--- src/rtl/cache_types.sv ---
// cache_types: shared types for the cache/memory arbiter (states, request/response bundles).
package cache_types;
    localparam int CL_ADDR_W = 32;
    localparam int CL_LINE_W = 256;

    typedef enum logic [1:0] {ARB_IDLE, ARB_GNT_I, ARB_GNT_D} arb_state_t;

    typedef struct packed {
        logic [CL_ADDR_W-1:0] addr;
        logic                 read;
        logic                 write;
        logic [CL_LINE_W-1:0] wdata;
    } mem_req_t;

    typedef struct packed {
        logic [CL_LINE_W-1:0] rdata;
        logic                 resp;
    } mem_rsp_t;
endpackage

--- src/rtl/rr_arb2.sv ---
// rr_arb2: combinational 2-way round-robin picker; last=1 means requester 1 won most recently.
module rr_arb2 (
    input  logic [1:0] req,
    input  logic       last,
    output logic [1:0] gnt
);
    assign gnt[0] = req[0] & (~req[1] | last);
    assign gnt[1] = req[1] & (~req[0] | ~last);
endmodule

--- src/rtl/cache_mem_arbiter.sv ---
// cache_mem_arbiter: shares one line-wide memory port between icache and dcache, round-robin.
// Optional CACHE_ARB_PERF_EN adds grant and conflict-cycle counters.
module cache_mem_arbiter
    import cache_types::*;
#(
    parameter int ADDR_W = CL_ADDR_W,
    parameter int LINE_W = CL_LINE_W
) (
    input  logic              clk,
    input  logic              rst,
    input  logic [ADDR_W-1:0] i_addr,
    input  logic              i_read,
    input  logic              i_write,
    input  logic [LINE_W-1:0] i_wdata,
    output logic [LINE_W-1:0] i_rdata,
    output logic              i_resp,
    input  logic [ADDR_W-1:0] d_addr,
    input  logic              d_read,
    input  logic              d_write,
    input  logic [LINE_W-1:0] d_wdata,
    output logic [LINE_W-1:0] d_rdata,
    output logic              d_resp,
    output logic [ADDR_W-1:0] mem_addr,
    output logic              mem_read,
    output logic              mem_write,
    output logic [LINE_W-1:0] mem_wdata,
    input  logic [LINE_W-1:0] mem_rdata,
    input  logic              mem_resp
`ifdef CACHE_ARB_PERF_EN
    ,
    output logic [31:0]       perf_i_grants,
    output logic [31:0]       perf_d_grants,
    output logic [31:0]       perf_conflict_cycles
`endif
);
    arb_state_t r_state, w_state_nxt;
    logic       r_last, w_last_nxt;
    logic [1:0] w_req, w_gnt;
    mem_req_t   w_ireq, w_dreq, w_sel;
    mem_rsp_t   w_rsp;

    assign w_req  = {d_read | d_write, i_read | i_write};
    assign w_ireq = '{addr: i_addr, read: i_read, write: i_write, wdata: i_wdata};
    assign w_dreq = '{addr: d_addr, read: d_read, write: d_write, wdata: d_wdata};
    assign w_rsp  = '{rdata: mem_rdata, resp: mem_resp};

    rr_arb2 u_rr (.req(w_req), .last(r_last), .gnt(w_gnt));

    always_ff @(posedge clk) begin
        if (rst) begin
            r_state <= ARB_IDLE;
            r_last  <= 1'b1;
        end else begin
            r_state <= w_state_nxt;
            r_last  <= w_last_nxt;
        end
    end

    // Grant is only released by mem_resp, even if the requester drops early.
    always_comb begin
        w_state_nxt = r_state;
        w_last_nxt  = r_last;
        if (r_state == ARB_IDLE)
            w_state_nxt = w_gnt[0] ? ARB_GNT_I : w_gnt[1] ? ARB_GNT_D : ARB_IDLE;
        else if (mem_resp) begin
            w_state_nxt = ARB_IDLE;
            w_last_nxt  = (r_state == ARB_GNT_D);
        end
    end

    always_comb begin
        w_sel     = (r_state == ARB_GNT_I) ? w_ireq : (r_state == ARB_GNT_D) ? w_dreq : '0;
        mem_addr  = w_sel.addr;
        mem_read  = w_sel.read;
        mem_write = w_sel.write;
        mem_wdata = w_sel.wdata;
        i_rdata   = (r_state == ARB_GNT_I) ? w_rsp.rdata : '0;
        d_rdata   = (r_state == ARB_GNT_D) ? w_rsp.rdata : '0;
        i_resp    = (r_state == ARB_GNT_I) && w_rsp.resp;
        d_resp    = (r_state == ARB_GNT_D) && w_rsp.resp;
    end

`ifdef CACHE_ARB_PERF_EN
    logic [31:0] r_perf_i, r_perf_d, r_perf_c;
    logic        w_conflict;

    assign w_conflict = (r_state == ARB_GNT_I && w_req[1]) || (r_state == ARB_GNT_D && w_req[0]);

    always_ff @(posedge clk) begin
        if (rst) begin
            r_perf_i <= '0;
            r_perf_d <= '0;
            r_perf_c <= '0;
        end else begin
            if (i_resp && !(&r_perf_i)) r_perf_i <= r_perf_i + 32'd1;
            if (d_resp && !(&r_perf_d)) r_perf_d <= r_perf_d + 32'd1;
            if (w_conflict && !(&r_perf_c)) r_perf_c <= r_perf_c + 32'd1;
        end
    end

    assign perf_i_grants        = r_perf_i;
    assign perf_d_grants        = r_perf_d;
    assign perf_conflict_cycles = r_perf_c;
`endif

`ifndef SYNTHESIS
    a_i_rw_excl: assert property (@(posedge clk) disable iff (rst) !(i_read && i_write));
    a_d_rw_excl: assert property (@(posedge clk) disable iff (rst) !(d_read && d_write));
`endif
endmodule
--- config.mk ---
export PLATFORM = sky130hd
export DESIGN_NAME = cache_mem_arbiter
export DESIGN_NICKNAME = d
export VERILOG_FILES = /design/src/rtl/cache_types.sv /design/src/rtl/rr_arb2.sv /design/src/rtl/cache_mem_arbiter.sv
export SDC_FILE = /design/constraint.sdc
export NUM_CORES = 1
export LEC_CHECK = 0
export ABC_AREA = 1
export CAP_MARGIN = 20
export CORE_AREA = 2 2 647 649
export DETAILED_ROUTE_END_ITERATION = 10
export DIE_AREA = 0 0 649 651
export SETUP_SLACK_MARGIN = 0.2
export SKIP_LAST_GASP = 1
export SYNTH_ARGS = -nofsm -noshare
export SYNTH_HDL_FRONTEND = slang
export SYNTH_SLANG_ARGS = --single-unit
--- constraint.sdc ---
create_clock -name clk -period 2 [get_ports clk]
set_clock_uncertainty 0.1 [all_clocks]
set_input_delay 0.5 -clock clk [delete_from_list [all_inputs] [get_ports clk]]
set_output_delay 0.5 -clock clk [all_outputs]
set_load 0.05 [all_outputs]
Word-level counts from Yosys, hierarchy flattened
Index checks and enable logic that the tools add are counted.
Widths: inputs -> output; s select.
- multiplexer cells: 8
- equal/unequal tests: 2
- reductions and logical operators: 5
- bitwise operators: 10
- operators with widths (kind ; count):
    $mux 290 ; 2
    $mux 256 ; 2
    $mux 2 ; 4
    $not 1->1 ; 4
    $or 1x1->1 ; 4
    $and 1x1->1 ; 2
    $eq 2x1->1 const B ; 1
    $eq 2x2->1 const B ; 1
    $logic_and 1x1->1 ; 2
    $logic_not 2->1 ; 1
    $reduce_and 2->1 ; 1
    $reduce_bool 2->1 ; 1
- register bits after elaboration: 3
- output and inout bits: 804
- word-level logic and storage cells: 27

Depth between registers and ports, before layout
Gate-level depths: netlist of run 1.
- depth in word-level cells: 7
- mapped depth: 6
- gate-level depth less buffers: 5

Hierarchy
From an unflattened synthesis of run 1, not the netlist that was laid out.
- cell total of the unflattened synthesis: 1853
- area total of the unflattened synthesis: 7900.1 µm²
- by module, submodules not included (module ; times used ; area an instance (µm²) ; cells an instance ; sequential area each (µm²)):
    cache_mem_arbiter ; 1 ; 7872.6 ; 1849 ; 60.1
    rr_arb2 ; 1 ; 27.5 ; 4 ; 0.0

Worst setup path after synthesis of run 1
Ideal clock, no wire load.
- kind: register to output
- start point: register r_state[0]
- end point: output port d_rdata[214]
- setup slack: -0.121 ns
- required time: 1.400 ns
- stages on the path, launching flop included: 7
- arrival: 1.521 ns
- path through: dfxtp_1 buf_6 nor2_8 inv_2 buf_6 buf_4 nor2_1
- word-level cells in the longest chain between the ends: 2
- ends and longest elaborated chain (element ; line ; RTL):
    start, declared ; cache_mem_arbiter.sv:36 ; arb_state_t r_state, w_state_nxt;
    start signal, assigned ; cache_mem_arbiter.sv:54 ; r_state <= w_state_nxt;
    $eq 2x2->1 ; cache_mem_arbiter.sv:78 ; d_rdata = (r_state == ARB_GNT_D) ? w_rsp.rdata : '0;
    $mux 256 ; cache_mem_arbiter.sv:78 ;
    end, declared ; cache_mem_arbiter.sv:21 ; output logic [LINE_W-1:0] d_rdata,
Every way passes these cells.

Worst setup path after layout of run 1
- start point: register r_state[1]
- end point: output port mem_wdata[117]
- word-level cells in the longest chain between the ends: 3
- ends and longest elaborated chain (element ; line ; RTL):
    $eq 2x2->1 ; cache_mem_arbiter.sv:72 ; w_sel = (r_state == ARB_GNT_I) ? w_ireq : (r_state == ARB_GNT_D) ? w_dreq : '0;
    $mux 290 ; cache_mem_arbiter.sv:72 ;
    $mux 290 * ; cache_mem_arbiter.sv:72 ;
    end, declared ; cache_mem_arbiter.sv:26 ; output logic [LINE_W-1:0] mem_wdata,
Mark *: on every way between the ends. The rest lies on a longest branch, timed or not.

==> summary.txt, run 1 <==
drt pass-1 iters: 5
Overall Power: 24.35 mW
number of global-route vias before repair: 21420
final WL: 400400 um
layout cells sized above 1: 54.06%
synthesized instance count: 1819
Detailed Route Iter0 Violations: 1232
final hold violations: 0
Pins Over Slew Limit: 0
P_leak: 19.36 nW
Clk pin slew, worst setup/hold paths: 30 ps
sequential share of the synthesized area: 0.7283%
nets: 4634
wire per inst: 42.82 um
core area: 415400 sq um
Post-synth EDFFs: 0
Tightest Pin Transition: 538.8 ps
met1 usage: 17.38%
Ports: 1643
Die Height: 651 um
maxcap violations: 0
Worst Slack Setup Final: -522.7 ps
RSZ-0062 raised after global routing: yes
outcome: finished, violations left
die area: 422500 sq um
detailed-route DRC error count: 0
H-tree depth: 1
GPL Wtd Cong: 0.9640
Overflow after GRT: 0
Via density: 2.410
syn_area_per_cell: 4.534 sq um
Synth Warn #: 0
peak per-stage delay on the critical path: 350 ps
slowest CP cell: dfxtp_4
setup violators final: 804
die width: 649 um
maximum VDD drop: 0.2769 mV
TritonCTS clock tree: built
first-pass GRT wire length: 444300 um
clk_lat worst skew: 230 ps
FMAX: 0.3964 GHz
Setup crit end kind: output pin
post-synth cell types: 17
final core utilization: 11.97%
most used routing layer: met2
Detailed Place HPWL: 372900 um
pin count of the biggest net entering global routing: 28
Root Buffer: clkbuf_16
Critical Path RT: 1400 ps
CTS Buf Count: 3
# hold bufs at CTS: 0
Sink Count: 3
Longest Clk Path Bufs: 2
syn nets: 2658
most frequent cells in the layout: buf_12 (851), clkdlybuf4s50_1 (836), buf_4 (279)
Area growth syn-to-layout: 502.9%
CP Data Arrival Time: 1920 ps
Rows: 237
flops & latches, synth: 3
crit-path max FO: 8
met2 usage: 33.03%
Final period util: 126.1%
dominant synthesized flop cell: dfxtp_1
mapped cell area: 8247 sq um
vias post-DR: 22540
grt met3 use: 8.967%
Initial Utilization: 1.985%
Synth async-reset ratio: 0%
GRT Total Usage: 18.02%
Port Buffer Count: 1642
CP Class: reg -> out
worst path cell trace: inv_8 > nor2_8 > buf_8 > buf_16 > buf_12 > buf_6 > buf_6 > buf_16 > buf_12 > nand2_4 > nand2_4 > buf_12
failing checks: setup timing
Tmin final: 2523 ps
post-detailed-route count of antenna-violating nets: 0
pwr dens: 489.8 nW/um^2
cell mode on critical path: buf_12
Tightest Hold Check Type: reg -> reg
Rel. slew slack: 64.04%
initial antenna violation count: 352
Startpoint Class: register
leading cell type in the layout, fill and taps excluded: buf_12
-- per-layer routing --
layer,share of wire (%),wire (um)
met4,4.5,18170
met2,51,203800
met5,0.23,930
met1,33,130900
met3,12,46670
-- flip-flops by register name, summed over array words and instances, names as in the netlist --
| signal | cells |
|---|---|
| r_last | 1 |
| r_state | 2 |
-- critical path, delay by kind of cell (launching register included) --
family / cells / cell delay, ps
buffers and inverters: 9 / 1120
DFF: 1 / 350
and+or+nand+nor: 3 / 170
-- kinds of logic after synthesis --
group	Yosys count	synth area share [%]
buffers and inverters	414	24.69
AOI/OAI and AO/OA	5	0.3337
and+or+nand+nor	1397	74.25
DFF	3	0.7283
-- timing repair --
item,CTS,global route
gates resized for setup,387,687
pin swaps,50,90
gates cloned,26,28
endpoints found under the hold margin,0,0
setup buffers,73,57
setup endpoints to repair,804,804
-- where the power goes --
part	switching [mW]	internal (mW)
Clock	0.0606	0.264
Combinational	14.2	9.71
Sequential	0.0119	0.0684
-- stage by stage --
stage                     setup slack [ps]  setup TNS [ps]  hold WS, ps  cell area (sq um)  instances
after floorplan                     -94.51          -18520        336.0               9528       1819
after global placement              -876.0         -169160        397.1              42310       9103
after detailed placement            -883.7         -166350        381.4              42310       9103
after CTS                           -538.9         -306130        401.1              45460       9206
after global routing                -583.5         -320150        419.6              49660       9329
final                               -522.7         -282720        406.4              49720       9352
-- layout make-up --
type	instances	area (sq um)
fill	47360	365700
timing repair buffer	2124	30550
multi-input combinational	1402	10980
tap	5497	6878
inverter	261	1013
antenna	61	152.6
clock buffer	4	78.83
sequential	3	67.56
-- final timing paths --
| check | from | to | slack [ps] | cells after the start |
|---|---|---|---|---|
| setup reg to reg | r_state[1]$_SDFFE_PP0P_ | r_last$_SDFFE_PP1P_ | 310 | 10 |
| hold reg to reg | r_last$_SDFFE_PP1P_ | r_last$_SDFFE_PP1P_ | 410 | 2 |
| setup / recovery | r_state[1]$_SDFFE_PP0P_ | mem_wdata[117] | -520 | 12 |
| hold / removal | r_last$_SDFFE_PP1P_ | r_last$_SDFFE_PP1P_ | 410 | 2 |
-- cells in the mapped netlist, types with 2 or more instances --
cell      count  share of area (%)
nand2_1     589                 27
nor2_1      317                 14
nand3_1     290                 18
inv_1       259                 12
nor2_2      200                 15
buf_2       120                7.3
buf_12       10                2.4
buf_8        10                1.8
buf_4         7               0.64
buf_6         4               0.55
a21oi_1       3               0.18
dfxtp_1       3               0.73
clkbuf_1      2              0.091
inv_2         2              0.091
No activity file was read; power rests on OpenSTA's default activity.
==> inputs of run 2 (changes only) <==
--- a/config.mk
+++ b/config.mk
@@ -5,11 +5,10 @@
 export SDC_FILE = /design/constraint.sdc
 export NUM_CORES = 1
 export LEC_CHECK = 0
-export ABC_AREA = 1
 export CAP_MARGIN = 20
-export CORE_AREA = 2 2 647 649
+export CORE_AREA = 2 2 644 646
 export DETAILED_ROUTE_END_ITERATION = 10
-export DIE_AREA = 0 0 649 651
+export DIE_AREA = 0 0 646 648
 export SETUP_SLACK_MARGIN = 0.2
 export SKIP_LAST_GASP = 1
 export SYNTH_ARGS = -nofsm -noshare
==> run 2 against run 1 <==
Against the previous run: the flow still finishes with violations (setup timing); global-route usage grew 2.9 points; final cell count shrank 11%; maximum frequency grew 1.8%; critical path depth shrank 3; utilization shrank 1.2 points; via count shrank 14%; power shrank 15%; die area shrank 0.92%; worst setup slack gained 45 ps.
==> summary.txt, run 2 <==
fin cells: 8327 (-11%)
drt pass-1 iters: 5 (unchanged)
Sw Pwr: 11.16 mW (-22%)
Rel. slew slack: 43.99% (-20 points)
final hold violations: 0 (unchanged)
RSZ-0062 raised after global routing: yes
Root Buffer: clkbuf_16
maxcap violations: 0 (unchanged)
setup violators final: 803 (-0.12%)
first-pass GRT wire length: 488700 um (+10%)
Port Buffer Count: 1642 (unchanged)
FF-to-FF path depth: 6 (-4)
flops & latches, synth: 3 (unchanged)
# hold bufs at CTS: 0 (unchanged)
wire per inst: 55.30 um (+29%)
die width: 646 um (-0.46%)
Detailed Place HPWL: 433300 um (+16%)
Rows: 236 (-0.42%)
pwr dens: 467.3 nW/um^2 (-4.6%)
Pins Over Slew Limit: 0 (unchanged)
switching share of power: 53.99% (-4.8 points)
Final period util: 123.9% (-2.2 points)
synthesized instance count: 943 (-48%)
DP Area: 40010 sq um (-5.4%)
mapped cell area: 6548 sq um (-21%)
post-synth cell types: 16 (-1)
Synth Warn #: 0 (unchanged)
largest registers: r_state: 2 flops, r_last: 1 flops
syn_area_per_cell: 6.943 sq um (+53%)
core area: 411900 sq um (-0.85%)
Clk pin slew, worst setup/hold paths: 30 ps (about the same)
Die Height: 648 um (-0.46%)
top post-synthesis cells by area: and2_1 (49%), a22o_1 (39%), buf_2 (8.2%), buf_4 (1.0%), dfxtp_1 (0.92%)
Area growth syn-to-layout: 575.7%
TritonCTS clock tree: built
CTS Buf Count: 3 (unchanged)
nets: 3515 (-24%)
P_leak: 16.13 nW (-17%)
Via density: 2.315 (-4.0%)
Largest Register: r_state
vias post-DR: 19270 (-14%)
clk_lat worst skew: 230 ps (about the same)
GPL Wtd Cong: 1.036 (+7.4%)
hold_ws: 511.3 ps (+104.8 ps)
Ports: 1643 (unchanged)
syn nets: 1782 (-33%)
R2R Setup Slk: 660 ps (+350 ps)
FF-to-FF End: r_last$_SDFFE_PP1P_
initial antenna violation count: 628 (+78%)
Sink Count: 3 (unchanged)
reg-to-reg startpoint: r_state[1]$_SDFFE_PP0P_
clock network power share: 1.5% (+0.2 points)
maximum VDD drop: 0.3169 mV (+14%)
Startpoint Class: register
number of global-route vias before repair: 16570 (-23%)
sequential share of the synthesized area: 0.9173% (+0.19 points)
P_int: 9.512 mW (-5.3%)
CP Data Arrival Time: 1880 ps (-40 ps)
Setup crit start: r_state[1]$_SDFFE_PP0P_
leading cell type in the layout, fill and taps excluded: buf_12
count leader, synth: and2_1
Setup crit end kind: output pin
H-tree depth: 1 (unchanged)
outcome: finished, violations left
crit-path max FO: 8 (unchanged)
Tightest Pin Transition: 840.1 ps (+301.3 ps)
Detailed Route Iter0 Violations: 1195 (-3.0%)
Overflow after GRT: 0 (unchanged)
layout cells sized above 1: 59.63% (+5.6 points)
Longest Clk Path Bufs: 2 (unchanged)
Initial Utilization: 1.590% (-0.40 points)
Reg power frac: 0.4% (about the same)
Synth async-reset ratio: 0% (unchanged)
Layout fillers: 46910 (-0.94%)
Critical Path RT: 1400 ps (about the same)
max reg flops: 2 (unchanged)
final WL: 460500 um (+15%)
Comb pwr share: 98.1% (-0.2 points)
Placed Cells: 8022 (-12%)
Worst Slack Setup Final: -477.7 ps (+44.97 ps)
crit path to: mem_wdata[62]
dominant synthesized flop cell: dfxtp_1
GRT Total Usage: 20.88% (+2.9 points)
Finished Cell Area: 44240 sq um (-11%)
detailed-route DRC error count: 0 (unchanged)
most frequent cells in the layout: buf_12 (860), clkdlybuf4s50_1 (815), and2_4 (282)
failing checks: setup timing
post-detailed-route count of antenna-violating nets: 0 (unchanged)
Synth top area share: 49.11% (+22 points)
largest area contributor in the netlist: and2_1
pin count of the biggest net entering global routing: 46 (+64%)
Overall Power: 20.67 mW (-15%)
final core utilization: 10.74% (-1.2 points)
die area: 418600 sq um (-0.92%)
Tightest Hold Check Type: reg -> reg
Synth top cells by count: and2_1 (514), a22o_1 (290), buf_2 (107)
FMAX: 0.4036 GHz (+1.8%)
CP Class: reg -> out
Post-synth EDFFs: 0 (unchanged)
Tmin final: 2478 ps (-44.97 ps)
run 2: changes by cell type in the layout (fill, tap and decap cells not counted), moves of 123 or more:
cell / previous run / this run
nor2_1: 135 / 2
buf_4: 279 / 49
nand2_4: 196 / 0
nand3_1: 234 / 0
nand2_1: 273 / 0
nor2_2: 123 / 0
a22o_4: 0 / 198
and2_4: 0 / 282
inv_1: 256 / 0
and2_1: 0 / 157
nor2_4: 259 / 0
run 2: timing repair:
action | CTS | global route
buffers inserted | 44 | 17
setup endpoints to repair | 804 | 804
resized for setup | 149 | 242
pin swaps | 7 | 23
cloned | 28 | 35
run 2: kinds of logic after synthesis:
family,synth area share [%]
AO/OA/AOI/OAI,39.31
buffers and inverters,9.956
flip-flops,0.9173
AND/OR/NAND/NOR,49.82
run 2: how the worst min path moves through the flow:
stage                             from                       to  slack (ps)  cells after the start
3_5_place_dp       r_last$_SDFFE_PP1P_  r_state[0]$_SDFFE_PP0P_         500                      2
3_3_place_gp       r_last$_SDFFE_PP1P_  r_state[0]$_SDFFE_PP0P_         470                      2
6_report           r_last$_SDFFE_PP1P_  r_state[0]$_SDFFE_PP0P_         510                      2
2_1_floorplan  r_state[0]$_SDFFE_PP0P_  r_state[0]$_SDFFE_PP0P_         370                      2
5_1_grt            r_last$_SDFFE_PP1P_  r_state[0]$_SDFFE_PP0P_         540                      2
4_1_cts            r_last$_SDFFE_PP1P_  r_state[0]$_SDFFE_PP0P_         510                      2
run 2: layer usage:
metal	track usage, %	vias up	part of all wire (%)
li1	-	7066	-
met1	19.17	8578	31
met3	15.45	1108	16
met2	37.72	2258	50
met5	0.3238	-	0.46
met4	2.535	264	2.3
run 2: final cells by class:
type | count | area, sq um | share of cell area, %
antenna | 178 | 445.4 | 1.007
timing repair buffer | 1850 | 28410 | 64.22
clock buffer | 4 | 78.83 | 0.1782
tap | 5474 | 6849 | 15.48
multi-input combinational | 818 | 8392 | 18.97
sequential | 3 | 62.56 | 0.1414
run 2: per-stage QoR:
| step | TNS (ps) | setup WS, ps |
|---|---|---|
| 6_report | -292190 | -477.7 |
| 3_3_place_gp | -156770 | -1140 |
| 4_1_cts | -315220 | -514.0 |
| 5_1_grt | -333100 | -517.2 |
| 3_5_place_dp | -153180 | -776.5 |
| 2_1_floorplan | 0 | 21.44 |
run 2: power by group through the flow:
stage	logic, mW	clock network [mW]	registers (mW)
detailed placement	18.5	0	0.0727
CTS	19.4	0.319	0.0734
global placement	18.4	0	0.0727
floorplan	6.81	0	0.0717
finish	20.3	0.317	0.0740
global route	20.9	0.329	0.0745
run 2: critical path, stage by stage (launching register included):
cell       delay (ps)
dfxtp_2           320
buf_6             120
nor2b_4           150
buf_12            140
buf_12            120
buf_16            140
buf_12            150
clkbuf_16         160
a22o_1            160
buf_12            140
==> inputs of run 3 (changes only) <==
--- a/config.mk
+++ b/config.mk
@@ -9,6 +9,7 @@
 export CORE_AREA = 2 2 644 646
 export DETAILED_ROUTE_END_ITERATION = 10
 export DIE_AREA = 0 0 646 648
+export REMOVE_ABC_BUFFERS = 1
 export SETUP_SLACK_MARGIN = 0.2
 export SKIP_LAST_GASP = 1
 export SYNTH_ARGS = -nofsm -noshare
==> run 3 against run 2 <==
Against the previous run: the run ends with antenna rules, setup timing left; sequential cell count is the same; via count shrank 7.9%; die area is the same; critical path depth shrank 3; worst hold slack lost 7.9 ps; clock power grew 3%; non-clock buffer count shrank 96; power shrank 10%; design area shrank 11%; critical path type unchanged; largest cell class unchanged.
==> summary.txt, run 3 (same netlist as run 2, synthesis figures left out) <==
layout cells sized above 1: 37.50% (-22 points)
Worst Slack Setup Final: -450.6 ps (+27.06 ps)
Setup crit start: r_state[1]$_SDFFE_PP0P_
H-tree depth: 1 (unchanged)
FF-to-FF path depth: 5 (-1)
vias post-DR: 17750 (-7.9%)
clk_lat worst skew: 230 ps (about the same)
GRT Total Usage: 19.64% (-1.2 points)
Area growth syn-to-layout: 504.6%
peak per-stage delay on the critical path: 320 ps (about the same)
max reg flops: 2 (unchanged)
final WL: 430100 um (-6.6%)
nets: 3419 (-2.7%)
P_leak: 13.72 nW (-15%)
CP Class: reg -> out
Crit path max-delay family: buffers and inverters
most frequent cells in the layout: buf_12 (831), clkdlybuf4s50_1 (825), and2_1 (495)
Worst path depth: 6 (-3)
core area: 411900 sq um (unchanged)
Rows: 236 (unchanged)
Detailed Place HPWL: 411300 um (-5.1%)
failing checks: antenna rules, setup timing
leading cell type in the layout, fill and taps excluded: buf_12
Sink Count: 3 (unchanged)
Die Height: 648 um (unchanged)
final core utilization: 9.610% (-1.1 points)
Ports: 1643 (unchanged)
Pins Over Slew Limit: 0 (unchanged)
slowest CP cell: dfxtp_2
detailed-route DRC error count: 0 (unchanged)
Port Buffer Count: 1642 (unchanged)
die width: 646 um (unchanged)
outcome: finished, violations left
maximum VDD drop: 0.2146 mV (-32%)
FF-to-FF End: r_last$_SDFFE_PP1P_
pin count of the biggest net entering global routing: 54 (+17%)
Longest Clk Path Bufs: 2 (unchanged)
Rel. slew slack: 50.43% (+6.4 points)
DP Area: 38290 sq um (-4.3%)
worst path cell trace: nor2b_4 > buf_6 > buf_12 > buf_12 > a22o_1 > buf_12
Final period util: 122.5% (-1.4 points)
Clk pin slew, worst setup/hold paths: 30 ps (about the same)
Via density: 2.169 (-6.3%)
Initial Utilization: 1.590% (unchanged)
Detailed Route Iter0 Violations: 972 (-19%)
post-detailed-route count of antenna-violating nets: 2 (+2)
Layout fillers: 47310 (+0.85%)
GPL Wtd Cong: 1.203 (+16%)
largest registers: r_state: 2 flops, r_last: 1 flops
R2R Setup Slk: 800 ps (+140 ps)
Tmin final: 2451 ps (-27.06 ps)
Finished Cell Area: 39590 sq um (-11%)
crit-path max FO: 23 (+15)
number of global-route vias before repair: 16090 (-2.9%)
FMAX: 0.4081 GHz (+1.1%)
Setup crit end kind: output pin
maxcap violations: 0 (unchanged)
RSZ-0062 raised after global routing: yes
initial antenna violation count: 537 (-14%)
final hold violations: 0 (unchanged)
pwr dens: 469.3 nW/um^2 (+0.44%)
reg-to-reg startpoint: r_state[1]$_SDFFE_PP0P_
setup violators final: 803 (unchanged)
wire per inst: 52.56 um (-5.0%)
Tightest Pin Transition: 743.5 ps (-96.56 ps)
Critical Path RT: 1400 ps (about the same)
Largest Register: r_state
crit path to: mem_wdata[191]
Startpoint Class: register
# hold bufs at CTS: 0 (unchanged)
Tightest Hold Check Type: reg -> reg
TritonCTS clock tree: built
Root Buffer: clkbuf_16
first-pass GRT wire length: 462000 um (-5.5%)
CP Buf/Inv Count: 4 (-3)
drt pass-1 iters: 5 (unchanged)
Overflow after GRT: 0 (unchanged)
CP Data Arrival Time: 1850 ps (-30 ps)
CTS Buf Count: 3 (unchanged)
die area: 418600 sq um (unchanged)
cell mode on critical path: buf_12
[run 3: cell count changes in the layout (fill, tap and decap cells not counted), moves of 11 or more]
cell | before | now
and2_2 | 75 | 1
buf_6 | 17 | 5
clkbuf_16 | 27 | 11
a22o_4 | 198 | 22
buf_12 | 860 | 831
and2_4 | 282 | 18
diode_2 | 178 | 130
clkdlybuf4s15_2 | 13 | 2
a22o_1 | 86 | 268
and2_1 | 157 | 495
buf_16 | 50 | 17
[run 3: power by group]
group | internal (mW) | total (mW) | switching [mW] | leakage [nW]
Sequential | 0.0673 | 0.0732 | 0.00592 | 0.0254
Combinational | 7.70 | 18.2 | 10.5 | 13.7
Clock | 0.264 | 0.327 | 0.0632 | 0.0390
[run 3: layout make-up]
| type | count | area (sq um) | share of cell area [%] |
|---|---|---|---|
| Antenna cell | 130 | 325.3 | 0.8218 |
| Multi-Input combinational cell | 818 | 6090 | 15.38 |
| Clock buffer | 4 | 78.83 | 0.1991 |
| Sequential cell | 3 | 62.56 | 0.1580 |
| Tap cell | 5474 | 6849 | 17.30 |
| Timing Repair Buffer | 1754 | 26180 | 66.14 |
[run 3: repair_timing]
action	in CTS	in global routing
gates resized for setup	60	38
cloned	3	11
setup endpoints to repair	804	804
buffers inserted	9	4
pin swaps	0	1
[run 3: routing by layer]
metal | wire (um) | vias to the layer above | global-route usage, % | share of wire [%]
met5 | 1504 | - | 0 | 0.35
li1 | - | 6778 | - | -
met4 | 13130 | 188 | 4.486 | 3.1
met3 | 68880 | 871 | 13.56 | 16
met1 | 133800 | 7959 | 18.20 | 31
met2 | 212700 | 1951 | 35.04 | 49
[run 3: worst min path at each step]
stage	startpoint	endpoint	slack (ps)	depth (start not counted)
after CTS	r_last$_SDFFE_PP1P_	r_state[0]$_SDFFE_PP0P_	500	2
after floorplan	r_state[0]$_SDFFE_PP0P_	r_state[0]$_SDFFE_PP0P_	370	2
after global placement	r_last$_SDFFE_PP1P_	r_state[0]$_SDFFE_PP0P_	460	2
final	r_last$_SDFFE_PP1P_	r_state[0]$_SDFFE_PP0P_	500	2
after global routing	r_last$_SDFFE_PP1P_	r_state[0]$_SDFFE_PP0P_	550	2
after detailed placement	r_last$_SDFFE_PP1P_	r_last$_SDFFE_PP1P_	490	3
[run 3: worst register-to-register path: stages (launching register included)]
cell and delay (ps):
dfxtp_2 310, buf_6 110, buf_4 130, a21oi_1 120, a21oi_1 50, or2_2 260
[run 3: through the flow]
step / instances / setup slack (ps) / hold WS, ps / power (mW) / setup TNS (ps)
floorplan: 821 / -15440 / 373.3 / 5.560 / -
global placement: 8022 / -763.6 / 456.8 / 18.06 / -106410
detailed placement: 8022 / -740.7 / 491.2 / 18.09 / -110840
CTS: 8038 / -445.1 / 499.2 / 18.62 / -286380
global route: 8129 / -495.4 / 551.3 / 19.30 / -327890
finish: 8183 / -450.6 / 503.4 / 18.58 / -271400
